==> config.mk <==
export PLATFORM = sky130hd
export DESIGN_NAME = result_uart_tx
export DESIGN_NICKNAME = d
export VERILOG_FILES = /design/src/rtl/uart_pkg.sv /design/src/rtl/result_fifo.sv /design/src/rtl/result_uart_tx.sv
export SDC_FILE = /design/constraint.sdc
export NUM_CORES = 1
export LEC_CHECK = 0
export ABC_AREA = 1
export BUFFER_PORTS_ARGS = -buffer_cell sky130_fd_sc_hd__buf_2
export CAP_MARGIN = 5
export CORE_MARGIN = 3
export CORE_UTILIZATION = 65
export DETAILED_ROUTE_END_ITERATION = 12
export PLACE_DENSITY = 0.86
export SYNTH_ARGS = -nofsm -noshare
export SYNTH_HDL_FRONTEND = slang
export SYNTH_SLANG_ARGS = --single-unit
==> constraint.sdc <==
create_clock -name clk -period 6 [get_ports clk]
set_input_delay 1.5 -clock clk [delete_from_list [all_inputs] [get_ports clk]]
set_output_delay 1.5 -clock clk [all_outputs]
set_load 0.01 [all_outputs]
==> src/rtl/uart_pkg.sv <==
// Shared definitions for the result UART transmitter: FSM state encoding and frame geometry.
package uart_pkg;

  typedef enum logic [1:0] {
    ST_IDLE  = 2'd0,
    ST_START = 2'd1,
    ST_DATA  = 2'd2,
    ST_STOP  = 2'd3
  } state_e;

  localparam int DATA_BITS      = 8;
  localparam int BYTES_PER_WORD = 4;
  localparam int WORD_BITS      = DATA_BITS * BYTES_PER_WORD;

endpackage

==> src/rtl/result_fifo.sv <==
// Single-clock synchronous FIFO with occupancy count; a push into a full FIFO
// is accepted when a pop happens in the same cycle.
module result_fifo #(
  parameter int WIDTH = 32,
  parameter int DEPTH = 8
) (
  input  logic                     clk,
  input  logic                     rst,
  input  logic                     push_i,
  input  logic                     pop_i,
  input  logic [WIDTH-1:0]         wdata_i,
  output logic [WIDTH-1:0]         rdata_o,
  output logic                     full_o,
  output logic                     empty_o,
  output logic [$clog2(DEPTH):0]   count_o
);

  localparam int AW = $clog2(DEPTH);

  logic [WIDTH-1:0] mem_q [DEPTH];
  logic [AW-1:0]    wr_ptr_q;
  logic [AW-1:0]    rd_ptr_q;
  logic [AW:0]      count_q;
  logic             wr_en;
  logic             rd_en;

  assign full_o  = (count_q == (AW+1)'(DEPTH));
  assign empty_o = (count_q == '0);
  assign rd_en   = pop_i && !empty_o;
  assign wr_en   = push_i && (!full_o || rd_en);

  // DEPTH is a power of two, so natural pointer overflow gives the modulo wrap.
  always_ff @(posedge clk) begin
    if (rst) begin
      wr_ptr_q <= '0;
      rd_ptr_q <= '0;
      count_q  <= '0;
    end else begin
      // NOTE: state uses non-blocking assignments so every register samples pre-edge values.
      if (wr_en) wr_ptr_q <= wr_ptr_q + 1'b1;
      if (rd_en) rd_ptr_q <= rd_ptr_q + 1'b1;
      count_q <= count_q + (AW+1)'(wr_en) - (AW+1)'(rd_en);
    end
  end

  // NOTE: storage is deliberately not reset; validity is tracked by the pointers and count.
  always_ff @(posedge clk) begin
    if (wr_en) mem_q[wr_ptr_q] <= wdata_i;
  end

  assign rdata_o = mem_q[rd_ptr_q];
  assign count_o = count_q;

endmodule

==> src/rtl/result_uart_tx.sv <==
// Captures every change of the CPU result bus into a FIFO and streams each word
// out as four 8N1 UART bytes, most-significant byte first.
module result_uart_tx
  import uart_pkg::*;
#(
  parameter int CLKS_PER_BIT = 868,
  parameter int FIFO_DEPTH   = 8
) (
  input  logic                          clk,
  input  logic                          rst,
  input  logic [31:0]                   result,
  input  logic                          capture_en,
  output logic                          tx,
  output logic                          busy,
  output logic                          overflow,
  output logic [$clog2(FIFO_DEPTH):0]   fifo_count
);

  localparam int BW = $clog2(CLKS_PER_BIT);

  state_e                 state_q, state_d;
  logic [BW-1:0]          baud_q, baud_d;
  logic [2:0]             bit_idx_q, bit_idx_d;
  logic [1:0]             byte_idx_q, byte_idx_d;
  logic [WORD_BITS-1:0]   shift_q, shift_d;
  logic [31:0]            prev_q;
  logic                   tx_q, tx_d;
  logic                   busy_q;
  logic                   overflow_q;

  logic                   push;
  logic                   pop;
  logic                   fifo_full;
  logic                   fifo_empty;
  logic [WORD_BITS-1:0]   fifo_rdata;
  logic                   baud_done;
  logic [DATA_BITS-1:0]   cur_byte;
  logic [2:0]             next_bit;

  assign push      = capture_en && (result != prev_q);
  assign baud_done = (baud_q == BW'(CLKS_PER_BIT - 1));
  assign cur_byte  = shift_q[WORD_BITS-1 -: DATA_BITS];
  assign next_bit  = bit_idx_q + 3'd1;

  result_fifo #(
    .WIDTH (WORD_BITS),
    .DEPTH (FIFO_DEPTH)
  ) u_fifo (
    .clk     (clk),
    .rst     (rst),
    .push_i  (push),
    .pop_i   (pop),
    .wdata_i (result),
    .rdata_o (fifo_rdata),
    .full_o  (fifo_full),
    .empty_o (fifo_empty),
    .count_o (fifo_count)
  );

  // tx_d is the line level for the state being entered, so tx stays a clean register output.
  always_comb begin
    // NOTE: every signal gets a default first so no path through the case infers a latch.
    state_d    = state_q;
    baud_d     = baud_q;
    bit_idx_d  = bit_idx_q;
    byte_idx_d = byte_idx_q;
    shift_d    = shift_q;
    tx_d       = tx_q;
    pop        = 1'b0;
    unique case (state_q)
      ST_IDLE: begin
        tx_d = 1'b1;
        if (!fifo_empty) begin
          pop        = 1'b1;
          shift_d    = fifo_rdata;
          byte_idx_d = '0;
          baud_d     = '0;
          state_d    = ST_START;
          tx_d       = 1'b0;
        end
      end
      ST_START: begin
        if (baud_done) begin
          baud_d    = '0;
          bit_idx_d = '0;
          state_d   = ST_DATA;
          tx_d      = cur_byte[0];
        end else begin
          baud_d = baud_q + 1'b1;
        end
      end
      ST_DATA: begin
        if (baud_done) begin
          baud_d = '0;
          if (bit_idx_q == 3'(DATA_BITS - 1)) begin
            state_d = ST_STOP;
            tx_d    = 1'b1;
          end else begin
            bit_idx_d = next_bit;
            tx_d      = cur_byte[next_bit];
          end
        end else begin
          baud_d = baud_q + 1'b1;
        end
      end
      ST_STOP: begin
        if (baud_done) begin
          baud_d = '0;
          if (byte_idx_q != 2'(BYTES_PER_WORD - 1)) begin
            byte_idx_d = byte_idx_q + 2'd1;
            shift_d    = shift_q << DATA_BITS;
            state_d    = ST_START;
            tx_d       = 1'b0;
          end else begin
            state_d = ST_IDLE;
          end
        end else begin
          baud_d = baud_q + 1'b1;
        end
      end
      default: state_d = ST_IDLE;
    endcase
  end

  always_ff @(posedge clk) begin
    if (rst) begin
      state_q    <= ST_IDLE;
      baud_q     <= '0;
      bit_idx_q  <= '0;
      byte_idx_q <= '0;
      shift_q    <= '0;
      prev_q     <= '0;
      tx_q       <= 1'b1;
      busy_q     <= 1'b0;
      overflow_q <= 1'b0;
    end else begin
      state_q    <= state_d;
      baud_q     <= baud_d;
      bit_idx_q  <= bit_idx_d;
      byte_idx_q <= byte_idx_d;
      shift_q    <= shift_d;
      prev_q     <= result;
      tx_q       <= tx_d;
      busy_q     <= (state_d != ST_IDLE);
      overflow_q <= overflow_q | (push && fifo_full && !pop);
    end
  end

  assign tx       = tx_q;
  assign busy     = busy_q;
  assign overflow = overflow_q;

endmodule

== After elaboration in Yosys (flattened, before gate mapping) ==
Memory sizes are Yosys's and may differ from the RTL's. A register that Yosys moved wholly into a read port is not among the register bits.
Index checks and enable logic that the tools add are counted.

* Bitwise operators: 1
* Muxes and demuxes: 37
* Reductions and logical operators: 18
* Order comparisons: 1
* Equality and inequality tests: 14
* Add/subtract/negate cells: 7

{| class="wikitable"
|+ Operator list
! cell !! count
|-
| 32-bit 2-to-1 mux || 3
|-
| 32-bit case mux with 2 select lines || 1
|-
| 32-bit != test || 1
|-
| 10-bit 2-to-1 mux || 2
|-
| 10-bit case mux with 2 select lines || 1
|-
| 2-bit 2-to-1 mux || 8
|-
| 3-bit 2-to-1 mux || 5
|-
| 2-bit != test, second input constant || 7
|-
| 1-bit 2-to-1 mux || 12
|-
| 4-bit AND reduction || 3
|-
| 10-bit by 1-bit adder with 10-bit output, second input constant || 1
|-
| 10-bit equality test, second input constant || 1
|-
| 3-bit by 1-bit adder with 3-bit output, second input constant || 3
|-
| 2-bit case mux with 4 select lines || 1
|-
| 3-bit case mux with 2 select lines || 1
|-
| 2-bit nonzero test || 3
|-
| 1-bit logical AND || 5
|-
| 4-bit by 1-bit adder with 4-bit output || 1
|-
| 2-bit equality test, second input constant || 2
|-
| 4-bit equality test, second input constant || 1
|-
| 4-bit zero test || 1
|-
| 3-bit by 4-bit less-than comparator with 1-bit output, second input constant || 1
|-
| 1-bit case mux with 4 select lines || 1
|-
| 2-bit case mux with 2 select lines || 1
|-
| 10 further kinds || 12
|}

* Register bits after elaboration: 94
* Memory bits (writable): 256
* Input bits: 35
* Memories kept: 1

{| class="wikitable"
|+ Memories
! name !! depth !! width !! rd ports !! clocked after Yosys merged registers in !! write ports !! line !! RTL
|-
| u_fifo.mem_q || 8 || 32 || 1 || 1 || 1 || result_fifo.sv:20 || <nowiki>logic [WIDTH-1:0] mem_q [DEPTH];</nowiki>
|}

== Depth between registers and ports, before layout ==
* Word-level depth: 8
* Mapped depth: 15
* Mapped depth without buffers: 15

== By module ==
From an unflattened synthesis, not the netlist that was laid out.

* Cell total of the unflattened synthesis: 1,461
* Area total of the unflattened synthesis: 14,629.0 um^2

{| class="wikitable"
|+ By module, submodules not included
! module !! area an instance (um^2) !! sequential area each (um^2) !! instances !! cells an instance
|-
| result_fifo || 10,720.3 || 7,947.6 || 1 || 879
|-
| result_uart_tx || 3,908.7 || 1,681.6 || 1 || 582
|}

== Worst setup path after synthesis ==
OpenSTA, ideal clock, no wires.

* Path kind: in2reg
* Start: in result[30]
* End: mem u_fifo.mem_q[2][0] (enable)
* Setup slack: 1,968 ps
* Data arrival time: 3,611 ps
* Library setup time: 421 ps
* Cell stages on the path: 12
* Path buffers: 0
* Path through: inv_1 > nand2_1 > nand2_1 > nand2_1 > nor2_1 > nand2_1 > nor2_1 > nand2_1 > nand3_1 > inv_1 > nand2_1 > nor2_1

* Cells in the longest elaborated chain, start to end: 5

{| class="wikitable"
|+ Ends and longest elaborated chain
! what !! line !! RTL
|-
| start: declaration || result_uart_tx.sv:11 || <nowiki>input logic [31:0] result,</nowiki>
|-
| 32-bit != test || result_uart_tx.sv:40 || <nowiki>assign push = capture_en && (result != prev_q);</nowiki>
|-
| 1-bit logical AND || result_uart_tx.sv:40 ||
|-
| 1-bit logical AND || result_fifo.sv:30 || <nowiki>assign wr_en = push_i && (!full_o || rd_en);</nowiki>
|-
| via u_fifo.wr_en || result_fifo.sv:24 || <nowiki>logic wr_en;</nowiki>
|-
| 1-bit 2-to-1 mux || result_fifo.sv:48 || <nowiki>if (wr_en) mem_q[wr_ptr_q] <= wdata_i;</nowiki>
|-
| 1-bit 2-to-1 mux (implied by the code) || result_fifo.sv:48 ||
|-
| end: declaration || result_fifo.sv:20 ||
|}

The timed path passes the listed nets, and every way through them passes these cells.

== Worst setup path in the final report ==
* Start: in result[26]
* End: mem u_fifo.mem_q[6][17] (enable)

Same word-level chain as after synthesis.

==> flow_summary.yaml <==
run_status:
  status: "complete, no violations"
clock_network:
  cts-hold-fix-buffers: 0
  clock_sinks: 353
  cts_tree: "yes"
  clock_path_buffers: 3
  clkTransAtPathRegs_ps: 60
  cts_setup_buffers: 0
  clock_latency_ps: 520
  root_buffer: "clkbuf_16"
  htree_num_levels: 2
  post_cts_resized: 0
  numCtsBuffers: 34
synthesis:
  synth-compound-area-share_pct: 12.1
  yosysTopAreaCell: "edfxtp_1"
  synth_top_family_by_area: "simple AND/OR/NAND/NOR gates"
  synthTopCellsByArea: "edfxtp_1 54%, dfxtp_1 14%, nor2_1 7.2%, o21ai_0 5.8%, nand2_1 3.8%"
  yosys_warnings: 0
  syn-num-nets: 1381
  synth_flop_cell: "edfxtp_1"
  async_flop_share_pct: 0
  yosysUniqueCellTypes: 41
  ys_ff_latch: 353
  synth.avg_cell_area_um2: 10.8
  yosys.area_share.simple_pct: 12.7
  synth_xor_xnor_area_share_pct: 1.52
  synth.top_cell.area_share_pct: 53.5
  muxShareOfSynthArea_pct: 0
  synthCells: 1333
  synth_fa_ha_area_share_pct: 1.18
  seq_area_frac_synth_pct: 67.1
  synth-edff-count: 256
  netlist_area_mm2: 0.0144
die:
  core_area_mm2: 0.0214
  fp-row-count: 53
  die_area_mm2: 0.0239
  die_x_um: 155
  io_pins: 42
  start_util_pct: 67.3
  die_h_um: 155
place:
  routabilityCongestion: 0.874
  placed_area_mm2: 0.0147
  portBuffers: 41
  dp_slack_ps: 1590
  dp_hpwl_um: 18100
setup_path:
  end_kind: "register"
  cp_max_fo: 32
  cp_slowest_cell: "nor2_4"
  max_stage_delay_ps: 970
  crit_top_cell: "nand2_1"
  path_cells: "buf_2 -> inv_1 -> nand2_1 -> nand2_1 -> nand2_1 -> nor2_1 -> nand2_1 -> nor2_1 -> nand2_1 -> nand3_1 -> inv_1 -> nand2_1 -> nor2_4"
  crit_type: "input port to register"
  cp.required_ps: 6120
  cp-start-kind: "input port"
  cp.arrival_ps: 4180
drt:
  drc: 0
  wl_per_cell_um: 20.0
  dr.pass1.iters: 5
  postRouteAntennaNets: 0
  dr_total_vias: 10100
  routed_wl_um: 33000
  vias_per_cell: 6.13
  drtIter0Drc: 1365
global_routing:
  grt_antenna_before_repair: 2
  grt_pass1_vias: 9965
  grt_pass1_wl_um: 52200
  grt.total_usage_pct: 27.6
  grt_overflow: 0
  grt_start_max_net_pins: 115
finish:
  fin_area_mm2: 0.0157
  drive_gt1_share_pct: 8.50
  final_cell_mix: "267 x nor2_1, 256 x edfxtp_1, 165 x o21ai_0"
  area_growth_pct: 9.42
  fillers: 1340
  layout_commonest_cell: "nor2_1"
  nNetsFinal: 1400
run:
  max-cap-violations: 0
timing:
  skew_ps: 16.5
  max_freq_mhz: 246
  finalSetupViolCount: 0
  finalCriticalPeriod_ps: 4060
  fin_ws_ps: 1940
  drv_slew: 0
  tns_ps: 0
  finalCritPeriodShare_pct: 67.7
  relSlewSlack_pct: 17.7
  tightestPinTransition_ps: 1230
  hold_viol: 0
  hold_slack_ps: 465
  rsz0062_at_grt: "no"
pwr:
  leakagePower_uw: 0.00575
  powerDensity_mw_per_mm2: 434
  ir_drop_v: 0.000259
worst_hold_path:
  hold_class: "register to register"
==> critical path, delay by kind of cell <==
family	cells	cell delay, ps
buffers and inverters	3	480
and+or+nand+nor	10	2170
==> worst paths after layout <==
check	startpoint	to	slack, ps	cells after the start
setup / recovery	result[26]	u_fifo.mem_q[6][17]	1940	13
hold reg to reg	u_fifo.rd_ptr_q[2]	register	460	2
hold / removal	u_fifo.rd_ptr_q[2]	register	460	2
setup reg to reg	u_fifo.count_o[2]	u_fifo.mem_q[6][17]	2800	9
==> through the flow <==
step	power (µW)	cells	utilization, %
floorplan	4370	1333	-
global route	7150	1654	73.6
global placement	4680	1591	68.6
finish	6820	1654	73.6
detailed placement	4760	1591	68.6
CTS	6810	1652	73.6
==> metal layers <==
| layer | up-vias | share of wire [%] | GRT usage [%] |
|---|---|---|---|
| met2 | 556 | 48 | 45.5 |
| met5 | - | 0 | 0 |
| met4 | 0 | 3.4 | 11.0 |
| met3 | 106 | 9.4 | 4.76 |
| li1 | 4633 | - | - |
| met1 | 4837 | 39 | 37.2 |
==> cell type report <==
cell class	instances	area, µm²	share of cell area (%)
clock buffer	55	1030	6.58
multi-input combinational	812	4000	25.5
sequential	353	9630	61.3
antenna	2	5.00	0.0318
timing repair buffer	53	295	1.88
clock inverter	6	23.8	0.151
inverter	98	375	2.39
tap	275	344	2.19
==> synth_stat cells, types with 2 or more instances <==
master,count
buf_2,6
inv_1,93
nor2_1,275
nor3_1,4
o211ai_1,4
xnor2_1,24
ha_1,12
nand3_1,24
clkbuf_1,42
o22ai_1,17
a31oi_1,15
a21oi_1,37
o21ai_1,41
nand4_1,2
dfxtp_1,97
buf_4,5
a211oi_1,2
edfxtp_1,256
buf_6,15
inv_2,3
nor2_2,2
o221ai_1,22
and3_1,2
o21ai_0,165
nand2_1,146
o21bai_1,7
==> kinds of logic after synthesis <==
kind of cell / count (synthesis)
and+or+nand+nor: 461
DFF: 353
xor gates and xnor gates: 25
AOI/OAI and AO/OA: 313
adders and majority gates: 13
buffers and inverters: 168
==> registers in the layout, summed over array words and instances, names as in the netlist, named ones only <==
signal	cells
state_q	2
tx	1
u_fifo.wr_ptr_q	3
shift_q	32
overflow	1
u_fifo.rd_ptr_q	3
baud_q	10
u_fifo.count_o	4
busy	1
prev_q	32
u_fifo.mem_q	256
bit_idx_q	3
byte_idx_q	2
==> power breakdown <==
part	internal (µW)	switching (µW)
clock	1180	864
combinational	532	1180
sequential	2880	194
Note: power is estimated with default switching activity, not from simulation.
